==> src/rtl/adder_pkg.sv <==
// adder_pkg
// Shared definitions for the multi-word add sequencer:
//   SLICE_W - width of one adder slice (the shared 8-bit adder)
//   state_t - sequencer states IDLE / RUN / DONE
//   clog2   - ceiling log2 that never returns less than 1, for counter widths
package adder_pkg;

  localparam int SLICE_W = 8;

  typedef enum logic [1:0] {
    IDLE = 2'd0,
    RUN  = 2'd1,
    DONE = 2'd2
  } state_t;

  // Width needed to count 0..n-1; a single slice still gets a 1-bit counter.
  function automatic int clog2(input int n);
    int w;
    w = 0;
    while ((1 << w) < n) begin
      w = w + 1;
    end
    if (w < 1) begin
      w = 1;
    end
    return w;
  endfunction

endpackage

==> src/rtl/multiword_add_sequencer_if.sv <==
// multiword_add_sequencer_if
// Request/response bundle of the multi-word add sequencer.
//   request : in_valid, in_ready, a, b, cin
//   response: out_valid, out_ready, sum, cout, ovf
// master = requester/consumer side, slave = the sequencer.
interface multiword_add_sequencer_if #(
  parameter int WIDTH = 32
);
  logic             in_valid;
  logic             in_ready;
  logic [WIDTH-1:0] a;
  logic [WIDTH-1:0] b;
  logic             cin;
  logic             out_valid;
  logic             out_ready;
  logic [WIDTH-1:0] sum;
  logic             cout;
  logic             ovf;

  modport master (
    output in_valid, a, b, cin, out_ready,
    input  in_ready, out_valid, sum, cout, ovf
  );

  modport slave (
    input  in_valid, a, b, cin, out_ready,
    output in_ready, out_valid, sum, cout, ovf
  );
endinterface

==> src/rtl/conditional_sum_adder.sv <==
// conditional_sum_adder
// Purely combinational 8-bit conditional-sum adder slice.
//   x, y : 8-bit operands
//   cin  : carry in
//   s    : 8-bit sum
//   cout : carry out
// The upper nibble is added for both possible carries in parallel with the
// lower nibble; the lower nibble's carry then selects the right upper result.
module conditional_sum_adder (
  input  logic [7:0] x,
  input  logic [7:0] y,
  input  logic       cin,
  output logic [7:0] s,
  output logic       cout
);

  logic [4:0] lo;
  logic [4:0] hi_c0;
  logic [4:0] hi_c1;

  assign lo    = {1'b0, x[3:0]} + {1'b0, y[3:0]} + {4'd0, cin};
  assign hi_c0 = {1'b0, x[7:4]} + {1'b0, y[7:4]};
  assign hi_c1 = {1'b0, x[7:4]} + {1'b0, y[7:4]} + 5'd1;

  assign s[3:0] = lo[3:0];
  assign s[7:4] = lo[4] ? hi_c1[3:0] : hi_c0[3:0];
  assign cout   = lo[4] ? hi_c1[4]   : hi_c0[4];

endmodule

==> src/rtl/multiword_add_sequencer.sv <==
// multiword_add_sequencer
// Adds two WIDTH-bit operands through one shared 8-bit adder slice, one
// slice per clock, least-significant slice first, rippling the carry through
// a register between slices.
//   clk, rst : clock, asynchronous active-high reset
//   bus      : slave side of multiword_add_sequencer_if
//              request  in_valid/in_ready with a, b, cin
//              response out_valid/out_ready with sum, cout, ovf
// Latency is NSLICE cycles from acceptance; result is held until taken.
module multiword_add_sequencer
  import adder_pkg::*;
#(
  parameter int WIDTH = 32
) (
  input  logic                          clk,
  input  logic                          rst,
  multiword_add_sequencer_if.slave      bus
);

  localparam int NSLICE = WIDTH / SLICE_W;
  localparam int IDX_W  = clog2(NSLICE);
  localparam logic [IDX_W-1:0] LAST_IDX = IDX_W'(NSLICE - 1);

  if (((WIDTH % SLICE_W) != 0) || (WIDTH < SLICE_W)) begin : g_width_check
    $error("multiword_add_sequencer: WIDTH must be a positive multiple of 8");
  end

  state_t           state;
  logic [IDX_W-1:0] idx;
  logic [WIDTH-1:0] a_q;
  logic [WIDTH-1:0] b_q;
  logic             carry_q;
  logic [WIDTH-1:0] sum_q;

  // Result copies loaded on the last RUN edge so the presented outputs stay
  // put even after a new request overwrites the working registers.
  logic [WIDTH-1:0] res_sum_q;
  logic             res_cout_q;
  logic             a_sign_q;
  logic             b_sign_q;

  logic [SLICE_W-1:0] slice_a;
  logic [SLICE_W-1:0] slice_b;
  logic [SLICE_W-1:0] slice_s;
  logic               slice_cout;
  logic [WIDTH-1:0]   sum_merged;

  assign slice_a = a_q[SLICE_W*idx +: SLICE_W];
  assign slice_b = b_q[SLICE_W*idx +: SLICE_W];

  conditional_sum_adder u_adder (
    .x    (slice_a),
    .y    (slice_b),
    .cin  (carry_q),
    .s    (slice_s),
    .cout (slice_cout)
  );

  // Working sum with the current slice dropped into place.
  always_comb begin
    sum_merged = sum_q;
    sum_merged[SLICE_W*idx +: SLICE_W] = slice_s;
  end

  always_ff @(posedge clk or posedge rst) begin
    if (rst) begin
      state      <= IDLE;
      idx        <= '0;
      a_q        <= '0;
      b_q        <= '0;
      carry_q    <= 1'b0;
      sum_q      <= '0;
      res_sum_q  <= '0;
      res_cout_q <= 1'b0;
      a_sign_q   <= 1'b0;
      b_sign_q   <= 1'b0;
    end else begin
      case (state)
        IDLE: begin
          if (bus.in_valid) begin
            a_q     <= bus.a;
            b_q     <= bus.b;
            carry_q <= bus.cin;
            idx     <= '0;
            state   <= RUN;
          end
        end
        RUN: begin
          sum_q   <= sum_merged;
          carry_q <= slice_cout;
          if (idx == LAST_IDX) begin
            // idx parks on the last slice rather than wrapping.
            res_sum_q  <= sum_merged;
            res_cout_q <= slice_cout;
            a_sign_q   <= a_q[WIDTH-1];
            b_sign_q   <= b_q[WIDTH-1];
            state      <= DONE;
          end else begin
            idx <= idx + 1'b1;
          end
        end
        DONE: begin
          if (bus.out_ready) begin
            state <= IDLE;
          end
        end
        default: state <= IDLE;
      endcase
    end
  end

  // in_ready is masked by rst so nothing can be offered during reset.
  assign bus.in_ready  = (state == IDLE) && !rst;
  assign bus.out_valid = (state == DONE);
  assign bus.sum       = res_sum_q;
  assign bus.cout      = res_cout_q;
  // Overflow: operands share a sign and the result sign differs from it.
  assign bus.ovf       = (a_sign_q ~^ b_sign_q) & (res_sum_q[WIDTH-1] ^ a_sign_q);

endmodule

==> src/flat_wrapper.sv <==
// flat-port wrapper written by rule: the top's interface ports become plain ports
module multiword_add_sequencer_flat import adder_pkg::*;
#(
  parameter int WIDTH = 32
)
  (clk, rst, bus_in_valid, bus_a, bus_b, bus_cin, bus_out_ready, bus_in_ready, bus_out_valid, bus_sum, bus_cout, bus_ovf);
  multiword_add_sequencer_if #(.WIDTH(WIDTH)) bus_i ();
  input  logic clk;
  input  logic rst;
  input wire logic [$bits(bus_i.in_valid)-1:0] bus_in_valid;
  input wire logic [$bits(bus_i.a)-1:0] bus_a;
  input wire logic [$bits(bus_i.b)-1:0] bus_b;
  input wire logic [$bits(bus_i.cin)-1:0] bus_cin;
  input wire logic [$bits(bus_i.out_ready)-1:0] bus_out_ready;
  output wire logic [$bits(bus_i.in_ready)-1:0] bus_in_ready;
  output wire logic [$bits(bus_i.out_valid)-1:0] bus_out_valid;
  output wire logic [$bits(bus_i.sum)-1:0] bus_sum;
  output wire logic [$bits(bus_i.cout)-1:0] bus_cout;
  output wire logic [$bits(bus_i.ovf)-1:0] bus_ovf;
  assign bus_i.in_valid = bus_in_valid;
  assign bus_i.a = bus_a;
  assign bus_i.b = bus_b;
  assign bus_i.cin = bus_cin;
  assign bus_i.out_ready = bus_out_ready;
  assign bus_in_ready = bus_i.in_ready;
  assign bus_out_valid = bus_i.out_valid;
  assign bus_sum = bus_i.sum;
  assign bus_cout = bus_i.cout;
  assign bus_ovf = bus_i.ovf;
  multiword_add_sequencer #(.WIDTH(WIDTH)) u_core (.clk(clk), .rst(rst), .bus(bus_i));
endmodule
==> config.mk <==
export PLATFORM = sky130hd
export DESIGN_NAME = multiword_add_sequencer_flat
export DESIGN_NICKNAME = d
export VERILOG_FILES = /design/src/rtl/adder_pkg.sv /design/src/rtl/multiword_add_sequencer_if.sv /design/src/rtl/conditional_sum_adder.sv /design/src/rtl/multiword_add_sequencer.sv /design/src/flat_wrapper.sv
export SDC_FILE = /design/constraint.sdc
export NUM_CORES = 1
export LEC_CHECK = 0
export BUFFER_PORTS_ARGS = -buffer_cell sky130_fd_sc_hd__clkbuf_2
export CAP_MARGIN = 20
export CORE_ASPECT_RATIO = 2
export CORE_MARGIN = 5
export CORE_UTILIZATION = 63
export CTS_BUF_LIST = sky130_fd_sc_hd__clkbuf_2
export DETAILED_ROUTE_END_ITERATION = 7
export PLACE_DENSITY = 0.88
export SETUP_SLACK_MARGIN = 0.15
export SLEW_MARGIN = 20
export SYNTH_ARGS = -nofsm -noshare
export SYNTH_HDL_FRONTEND = slang
export SYNTH_SLANG_ARGS = --single-unit
==> constraint.sdc <==
create_clock -name clk -period 9.4 [get_ports clk]
set_clock_uncertainty 0.2 [all_clocks]
set_input_delay 1.41 -clock clk [delete_from_list [all_inputs] [get_ports clk]]
set_output_delay 1.41 -clock clk [all_outputs]
set_load 0.05 [all_outputs]
==> results of run 1 <==
==> sequential cells by signal, indices dropped and copies added, names as in the netlist <==
name / cells
u_core.bus.cout: 1
u_core.a_sign_q: 1
u_core.state: 2
u_core.b_q: 32
u_core.sum_q: 32
u_core.idx: 2
u_core.b_sign_q: 1
u_core.bus.sum: 32
u_core.a_q: 32
u_core.carry_q: 1
==> worst max path at each step <==
stage,depth (start not counted),endpoint,start,slack [ns]
2_1_floorplan,1,u_core.a_q[0]$_DFFE_PP0P_,rst,4.15
3_3_place_gp,3,bus_in_ready,rst,5.84
3_5_place_dp,8,u_core.carry_q$_DFFE_PP0P_,u_core.idx[0]$_DFFE_PP0P_,5.80
4_1_cts,8,u_core.carry_q$_DFFE_PP0P_,u_core.idx[0]$_DFFE_PP0P_,5.74
5_1_grt,8,u_core.carry_q$_DFFE_PP0P_,u_core.idx[0]$_DFFE_PP0P_,5.53
6_report,8,u_core.carry_q$_DFFE_PP0P_,u_core.idx[0]$_DFFE_PP0P_,5.81
==> worst max-delay path, stage by stage (launching register included) <==
cell and delay [ns]:
dfrtp_1 0.52, buf_4 0.40, mux4_2 0.62, ha_1 0.32, a21o_1 0.10, a21oi_1 0.08, xnor2_1 0.77, a21oi_1 0.22
o31ai_1 0.28
==> cell type report <==
cell class | count | area (sq um) | area share (%)
antenna | 1 | 2.50 | 0.0351
clock buffer | 22 | 110 | 1.55
clock inverter | 10 | 104 | 1.46
inverter | 13 | 51.3 | 0.720
multi-input combinational | 324 | 2730 | 38.4
sequential | 136 | 3400 | 47.8
tap | 135 | 169 | 2.37
timing repair buffer | 108 | 551 | 7.73
==> stage by stage <==
stage	area (sq um)	setup slack, ns
6_report	7120	5.81
3_5_place_dp	6910	5.80
2_1_floorplan	6370	4.15
5_1_grt	7120	5.53
3_3_place_gp	6910	5.84
4_1_cts	7120	5.74
==> routing by layer <==
metal,track usage [%],part of all wire (%),wire [um],vias to the layer above
li1,-,-,-,2019
met1,27.6,33,4800,2220
met2,43.0,55,7880,205
met3,6.92,5.8,837,56
met4,15.6,6.0,859,0
met5,0,0,0,-
==> Yosys cell counts, types with 2 or more instances <==
library cell / count
nand2_1: 41
nor2_1: 46
nor3_1: 5
a221oi_1: 20
o22ai_1: 4
nand2b_1: 3
a22o_1: 20
fa_1: 3
mux2_2: 67
or3_1: 2
buf_6: 7
a21oi_1: 12
and3_2: 4
inv_1: 9
nor3_2: 7
a22oi_1: 4
buf_2: 7
mux4_2: 16
ha_1: 14
dfrtp_1: 136
o31ai_1: 2
buf_4: 9
a21o_1: 6
o21ai_0: 13
o21ai_1: 9
clkinv_1: 3
and3_1: 5
xnor2_1: 3
==> logic make-up after synthesis <==
family	after synthesis	synth area share (%)
flops	136	53.4
simple gates	126	10.0
compound gates	92	10.4
mux	83	17.5
buf+inv	38	3.73
fa+ha+maj	17	3.69
xor+xnor	6	1.24
==> cells in the final DEF, fill, tap and decap left out, drive strengths merged <==
cell type,synthesis,routed
dfrtp,136,136
clkbuf,1,126
mux2,67,67
nor2,47,47
nand2,42,42
o21ai,23,23
a221oi,20,20
a22o,20,20
mux4,16,16
ha,14,14
a21oi,13,13
nor3,12,12
inv,10,10
clkinv,3,10
and3,9,9
a21o,6,6
o22ai,4,4
a22oi,4,4
buf,24,4
nand2b,4,4
xnor2,4,4
fa,3,3
or3,2,2
o31ai,2,2
bufinv,0,2
and2,2,2
xor2,2,2
nor4,2,2
diode,0,1
nor2b,1,1
or2,1,1
and4,1,1
and3b,1,1
nor3b,1,1
nand3,1,1
clkinvlp,0,1
==> reports/results.ini, run 1 <==
[detailed_routing]
wl_per_cell_um = 19.2
vias = 4500
viasPerCell = 6.01
drt-initial-drc-count = 413
drc_errors = 0
routed_wl_um = 14400
firstDrtPassIters = 5
detail-route-antenna-nets = 0

[finish]
nFillCells = 745
drive_gt1_share_pct = 40.1
nets = 686
area_growth_pct = 11.9
instances_no_fill = 749
final_util_pct = 71.1

[die]
initial_utilization_pct = 63.6
core_area_sq_mm = 0.0100
rows = 52
die_w_um = 81.1
design.die.area_sq_mm = 0.0123
ios = 105
chipHeight_um = 152

[global_route]
first_global_vias = 4910
track_usage_pct = 25.5
grt_pass1_wl_um = 23700
grt_overflow = 0
grt_max_degree = 81
antenna_found_initial = 1

[setup_path]
rrSetupSlack_ns = 5.81
critical_path_class = register to register
worstReg2RegEnd = u_core.carry_q$_DFFE_PP0P_
worstSetupEndpointType = register
r2r_cells = 8
r2r_start = u_core.idx[0]$_DFFE_PP0P_
critPathArrivalTime_ns = 3.98
critPathRequiredTime_ns = 9.78
path_max_fanout = 19
worstSetupStartpointType = register

[synth]
synth_warnings = 0
yosysSeqAreaShare_pct = 53.4
netlist_area_sq_mm = 0.00637
synth_top_area_cell = dfrtp_1
syn_inst = 498
synth-main-ff-cell = dfrtp_1
synth_area_leaders = dfrtp_1, mux2_2, mux4_2, a221oi_1, a22o_1
ys_types = 49
syn_nets = 584
async_reset_ff_share_pct = 100
syn_avg_cell_area_sq_um = 12.8
netlist.area_leader.share_pct = 53.4
synth_enable_flop_cells = 0
ys_seq_elements = 136

[clocking]
h-tree-depth = 4
postCtsHoldBufs = 0
cts.sinks = 136
cts_made_buffers = 17
postCtsSetupRepairBufs = 0
root_buffer = clkbuf_2
cts_tree = done
clkLatencyLatePin_ns = 0.67
cts_buffer_depth = 2
clk_pin_slew_ns = 0.18
cts_repair_resize_count = 0

[worst_hold_path]
worstHoldPathType = register to register
whs_path_depth = 2
hold_path.startpoint = u_core.sum_q[14]$_DFFE_PP0P_
holdPathEnd = u_core.sum_q[14]$_DFFE_PP0P_

[placement]
place_congestion = 0.916
dpl.hpwl_um = 10700
io_buffers = 104
dp_cells = 716

[timing]
worst_hold_slack_ns = 0.299
tightestPinTransition_ns = 0.990
hold_violations = 0
slew_violations = 0
period_share_pct = 38.2
fmax_mhz = 278
max-slew-margin-rel_pct = 34.0
setup_viol = 0
tns_ns = 0
rsz0062_at_grt = no
period_needed_ns = 3.59

[flow_run]
cap_violations = 0

[status]
status = complete, no violations

Power of run 1 is left out: the tool's default activity adds up to more than one toggle a clock period on the data nets, which glitch-free logic cannot reach.
==> run 2: changes to the inputs <==
Settings changed: CORE_UTILIZATION 63 to 58, PLACE_DENSITY 0.88 to 0.82.
Clock period 9.4 ns to 3.6 ns, I/O delays scaled along.
==> run 2 against run 1 <==
Effect of this change:
- worst setup slack worse by 5.6 ns
- count of clock-buffer cells in the layout is 5 lower
- highest routed layer unchanged
- via count is 12% higher
- largest cell class unchanged
- register-to-register slack worse by 5.6 ns
==> reports/results.ini, run 2 (synthesized netlist as in run 1, its figures left out) <==
[die]
ios = 105  ; unchanged
rows = 54  ; was 52
chipHeight_um = 158  ; was 152 um
initial_utilization_pct = 58.9  ; was 63.6%
core_area_sq_mm = 0.0108  ; was 0.0100 sq mm
die_w_um = 84.1  ; was 81.1 um
design.die.area_sq_mm = 0.0133  ; was 0.0123 sq mm

[timing]
rsz0062_at_grt = no  ; unchanged
hold_violations = 0  ; unchanged
setup_viol = 0  ; unchanged
tightestPinTransition_ns = 0.843  ; was 0.990 ns
tns_ns = 0  ; unchanged
period_needed_ns = 3.39  ; was 3.59 ns
fmax_mhz = 295  ; was 278 MHz
period_share_pct = 94.2  ; was 38.2%
slew_violations = 0  ; unchanged
max-slew-margin-rel_pct = 43.4  ; was 34.0%
worst_hold_slack_ns = 0.110  ; was 0.299 ns

[clocking]
cts.sinks = 136  ; unchanged
clkLatencyLatePin_ns = 0.72  ; was 0.67 ns
h-tree-depth = 4  ; unchanged
clk_pin_slew_ns = 0.23  ; was 0.18 ns
cts_tree = done  ; unchanged
cts_buffer_depth = 2  ; unchanged
cts_made_buffers = 17  ; unchanged
root_buffer = clkbuf_2  ; unchanged

[finish]
area_growth_pct = 26.9  ; was 11.9%
design_area_sq_mm = 0.00808  ; was 0.00712 sq mm
drive_gt1_share_pct = 37.9  ; was 40.1%
final_common_cell = dfrtp_1  ; unchanged
final_cell_mix = dfrtp_1, clkbuf_2, dlygate4sd3_1, mux2_2, nor2_1  ; was dfrtp_1, clkbuf_2, mux2_2, nor2_1, nand2_1
n_antenna_cell = 0  ; was 1
nets = 768  ; was 686

[global_route]
antenna_found_initial = 0  ; was 1
track_usage_pct = 30.4  ; was 25.5%
grt_overflow = 0  ; unchanged
first_global_vias = 5488  ; was 4,910
grt_max_degree = 62  ; was 81
grt_pass1_wl_um = 30500  ; was 23,700 um

[setup_path]
path_max_fanout = 11  ; was 19
r2r_cells = 8  ; unchanged
worstReg2RegEnd = u_core.bus.sum[29]$_DFFE_PP0P_  ; was u_core.carry_q$_DFFE_PP0P_
slowest_delay_ns = 0.54  ; was 0.77 ns
worstSetupEndpointType = register  ; unchanged
worstSetupStartpointType = register  ; unchanged
crit_slowest_cell = mux4_2  ; was xnor2_1
critPathRequiredTime_ns = 3.99  ; was 9.78 ns
crit_path_end = u_core.bus.sum[29]$_DFFE_PP0P_  ; was u_core.carry_q$_DFFE_PP0P_
critical_path.cell_chain = buf_12, mux4_2, ha_1, fa_1, ha_1, mux2_4, a221oi_4, nor2_1  ; was buf_4, mux4_2, ha_1, a21o_1, a21oi_1, xnor2_1, a21oi_1, o31ai_1
cpMostUsedCell = ha_1  ; was a21oi_1
cp-startpoint = u_core.idx[0]$_DFFE_PP0P_  ; unchanged
critical_path_class = register to register  ; unchanged
rrSetupSlack_ns = 0.21  ; was 5.81 ns
r2r_start = u_core.idx[0]$_DFFE_PP0P_  ; unchanged
critPathArrivalTime_ns = 3.78  ; was 3.98 ns

[detailed_routing]
viasPerCell = 6.06  ; was 6.01
drt-initial-drc-count = 446  ; was 413
wl_per_cell_um = 23.0  ; was 19.2 um
firstDrtPassIters = 5  ; unchanged
vias = 5058  ; was 4,500
drc_errors = 0  ; unchanged
routed_wl_um = 19200  ; was 14,400 um
detail-route-antenna-nets = 0  ; unchanged

[placement]
io_buffers = 104  ; unchanged
post_dp_cell_area_sq_mm = 0.00701  ; was 0.00691 sq mm
dpl.hpwl_um = 11400  ; was 10,700 um
place_congestion = 0.900  ; was 0.916

[worst_hold_path]
worstHoldPathType = primary input to register  ; was register to register

[flow_run]
cap_violations = 0  ; unchanged

[status]
status = complete, no violations  ; unchanged

==> run 2: cell types whose count changed in the layout (fill, tap and decap cells not counted), moves of 2 or more <==
cell / delta
dlygate4sd3_1: +67
buf_4: +10
clkbuf_2: -5
buf_12: +3
bufinv_16: +3
a221oi_1: -2
buf_6: +2
clkinvlp_4: +2
==> run 2: worst min-delay path by stage <==
stage	start	end	slack, ns	cells past startpoint
2_1_floorplan	u_core.sum_q[30]$_DFFE_PP0P_	u_core.sum_q[30]$_DFFE_PP0P_	0.24	2
3_3_place_gp	u_core.sum_q[30]$_DFFE_PP0P_	u_core.sum_q[30]$_DFFE_PP0P_	0.25	2
3_5_place_dp	u_core.sum_q[14]$_DFFE_PP0P_	u_core.sum_q[14]$_DFFE_PP0P_	0.26	2
4_1_cts	bus_in_valid	u_core.a_q[31]$_DFFE_PP0P_	0.08	3
5_1_grt	bus_in_valid	u_core.b_q[0]$_DFFE_PP0P_	0.09	3
6_report	bus_in_valid	u_core.b_q[7]$_DFFE_PP0P_	0.11	3
==> run 2: worst max-delay path, delay by kind of cell, from the launching register on <==
family / cells / cell delay (ns)
AO/OA/AOI/OAI: 1 / 0.28
adder cells (fa/ha/maj): 3 / 1.14
buffers and inverters: 1 / 0.17
flip-flops: 1 / 0.47
multiplexers: 2 / 0.87
AND/OR/NAND/NOR: 1 / 0.12
==> run 2: final cells by class <==
class,instances,area [sq um]
flip-flops and latches,136,3400
clock buffers,17,85.1
multi-input cells,324,2780
inverters,13,52.6
well taps,140,175
repair buffers,190,1380
clock inverters,14,205
fillers,664,2730
==> run 2: metal layers <==
layer  share of wire (%)  track usage [%]  vias up  wire [um]
li1                    -                -     2170          -
met2                  55             55.5      275      10600
met5                   0                0        -          0
met4                 7.4             21.2        0       1420
met3                 5.2             6.15      105        997
met1                  32             30.4     2508       6130
==> run 2: stage by stage <==
stage / instances / util (%) / worst slack (ns)
after global routing: 834 / 74.7 / 0.144
after global placement: 729 / 64.9 / 0.465
after CTS: 827 / 73.8 / 0.234
final: 834 / 74.7 / 0.208
after floorplan: 498 / - / 0.406
after detailed placement: 729 / 64.9 / 0.312
==> run 2: timing repair <==
action                     CTS  global route
setup endpoints to repair    0            11
hold endpoints to repair   101             0
hold buffers                67             0
setup buffers                0             7
gates resized for setup      0             7
Power of run 2 is left out for the same reason.
==> run 3: changes to the inputs <==
Settings changed: PLACE_DENSITY 0.82 to 0.79.
==> run 3 against run 2 <==
Effect of this change:
- register-to-register slack better by 0.13 ns
- first-iteration DRC count down 33%
- worst hold slack better by 0.055 ns
- critical path depth unchanged
- count of clock-buffer cells in the layout unchanged
- critical path type unchanged
- largest cell class unchanged
==> reports/results.ini, run 3 (synthesized netlist as in run 1, its figures left out) <==
[timing]
period_needed_ns = 3.27  ; was 3.39 ns
slew_violations = 0  ; unchanged
fmax_mhz = 306  ; was 295 MHz
tightestPinTransition_ns = 0.748  ; was 0.843 ns
period_share_pct = 90.7  ; was 94.2%
hold_violations = 0  ; unchanged
max-slew-margin-rel_pct = 49.7  ; was 43.4%
tns_ns = 0  ; unchanged
setup_viol = 0  ; unchanged
rsz0062_at_grt = no  ; unchanged

[detailed_routing]
drc_errors = 0  ; unchanged
detail-route-antenna-nets = 0  ; unchanged
firstDrtPassIters = 5  ; unchanged
vias = 4871  ; was 5,058
wl_per_cell_um = 20.6  ; was 23.0 um
viasPerCell = 5.88  ; was 6.06
drt-initial-drc-count = 297  ; was 446
routed_wl_um = 17100  ; was 19,200 um

[die]
chipHeight_um = 158  ; unchanged
core_area_sq_mm = 0.0108  ; unchanged
design.die.area_sq_mm = 0.0133  ; unchanged
die_w_um = 84.1  ; unchanged
ios = 105  ; unchanged
initial_utilization_pct = 58.9  ; unchanged
rows = 54  ; unchanged

[clocking]
clkLatencyLatePin_ns = 0.71  ; was 0.72 ns
h-tree-depth = 4  ; unchanged
cts_buffer_depth = 2  ; unchanged
root_buffer = clkbuf_2  ; unchanged
clk_pin_slew_ns = 0.22  ; was 0.23 ns
cts_made_buffers = 17  ; unchanged
postCtsSetupRepairBufs = 0  ; unchanged
cts.sinks = 136  ; unchanged
cts_tree = done  ; unchanged

[global_route]
grt_pass1_wl_um = 27600  ; was 30,500 um
track_usage_pct = 27.2  ; was 30.4%
grt_max_degree = 73  ; was 62
antenna_found_initial = 1  ; was 0
grt_overflow = 0  ; unchanged
first_global_vias = 5302  ; was 5,488

[finish]
final_cell_mix = dfrtp_1, clkbuf_2, mux2_2, dlygate4sd3_1, nor2_1  ; was dfrtp_1, clkbuf_2, dlygate4sd3_1, mux2_2, nor2_1
area_growth_pct = 26.4  ; was 26.9%
drive_gt1_share_pct = 37.4  ; was 37.9%
final_util_pct = 74.5  ; was 74.7%
final_common_cell = dfrtp_1  ; unchanged
nets = 761  ; was 768
nFillCells = 704  ; was 664

[placement]
io_buffers = 104  ; unchanged
dpl.hpwl_um = 11000  ; was 11,400 um
place_congestion = 0.861  ; was 0.900

[setup_path]
critical_path_class = register to register  ; unchanged
path_max_fanout = 14  ; was 11
worstSetupStartpointType = register  ; unchanged
worstSetupEndpointType = register  ; unchanged
critPathArrivalTime_ns = 3.67  ; was 3.78 ns
critPathRequiredTime_ns = 4.01  ; was 3.99 ns

[flow_run]
cap_violations = 0  ; unchanged

[worst_hold_path]
worstHoldPathType = primary input to asynchronous set/reset pin  ; was primary input to register

[status]
status = complete, no violations  ; unchanged

[run 3: final timing paths]
kind                                                   to  depth (start not counted)                         from  slack, ns
hold / removal                  u_core.b_q[3]$_DFFE_PP0P_                          3                          rst       0.16
max in group asynchronous       u_core.a_q[0]$_DFFE_PP0P_                          4                          rst       2.07
setup reg to reg           u_core.bus.sum[13]$_DFFE_PP0P_                          8    u_core.idx[0]$_DFFE_PP0P_       0.33
min in group clk              u_core.sum_q[6]$_DFFE_PP0P_                          2  u_core.sum_q[6]$_DFFE_PP0P_       0.31
setup / recovery           u_core.bus.sum[13]$_DFFE_PP0P_                          8    u_core.idx[0]$_DFFE_PP0P_       0.33
hold reg to reg               u_core.sum_q[6]$_DFFE_PP0P_                          2  u_core.sum_q[6]$_DFFE_PP0P_       0.31
[run 3: metrics by stage]
stage	instance area [sq um]	setup slack, ns	instances	hold WS [ns]
finish	8050	0.334	829	0.165
CTS	8040	0.250	828	0.0926
global placement	7010	0.400	729	0.256
floorplan	6370	0.406	498	0.242
global route	8050	0.205	829	0.133
detailed placement	7010	0.276	729	0.264
[run 3: timing repair]
action / CTS / global route
hold buffers: 67 / 0
hold endpoints to repair: 153 / 0
gates resized for setup: 0 / 1
endpoints found under the setup margin: 0 / 2
[run 3: area by class of cell]
type	count	area [sq um]	share of cell area, %
flip-flops and latches	136	3400	42.3
multi-input cells	324	2740	34.0
repair buffers	183	1320	16.4
clock inverters	15	273	3.39
well taps	140	175	2.18
clock buffers	17	85.1	1.06
inverters	13	52.6	0.653
diodes	1	2.50	0.0311
[run 3: metal layers]
| metal | GRT usage [%] | up-vias | part of all wire, % |
|---|---|---|---|
| met5 | 0 | - | 0 |
| met4 | 17.6 | 0 | 6.8 |
| met3 | 5.78 | 82 | 5.5 |
| met2 | 48.7 | 249 | 55 |
| met1 | 28.6 | 2375 | 33 |
| li1 | - | 2165 | - |
[run 3: critical path, cell delays in order (launching register included)]
cell	delay, ns
dfrtp_1	0.44
buf_12	0.18
mux4_2	0.55
ha_1	0.25
fa_1	0.48
ha_1	0.31
mux2_2	0.36
a221oi_1	0.32
nor2_1	0.08
Power of run 3 is left out for the same reason.
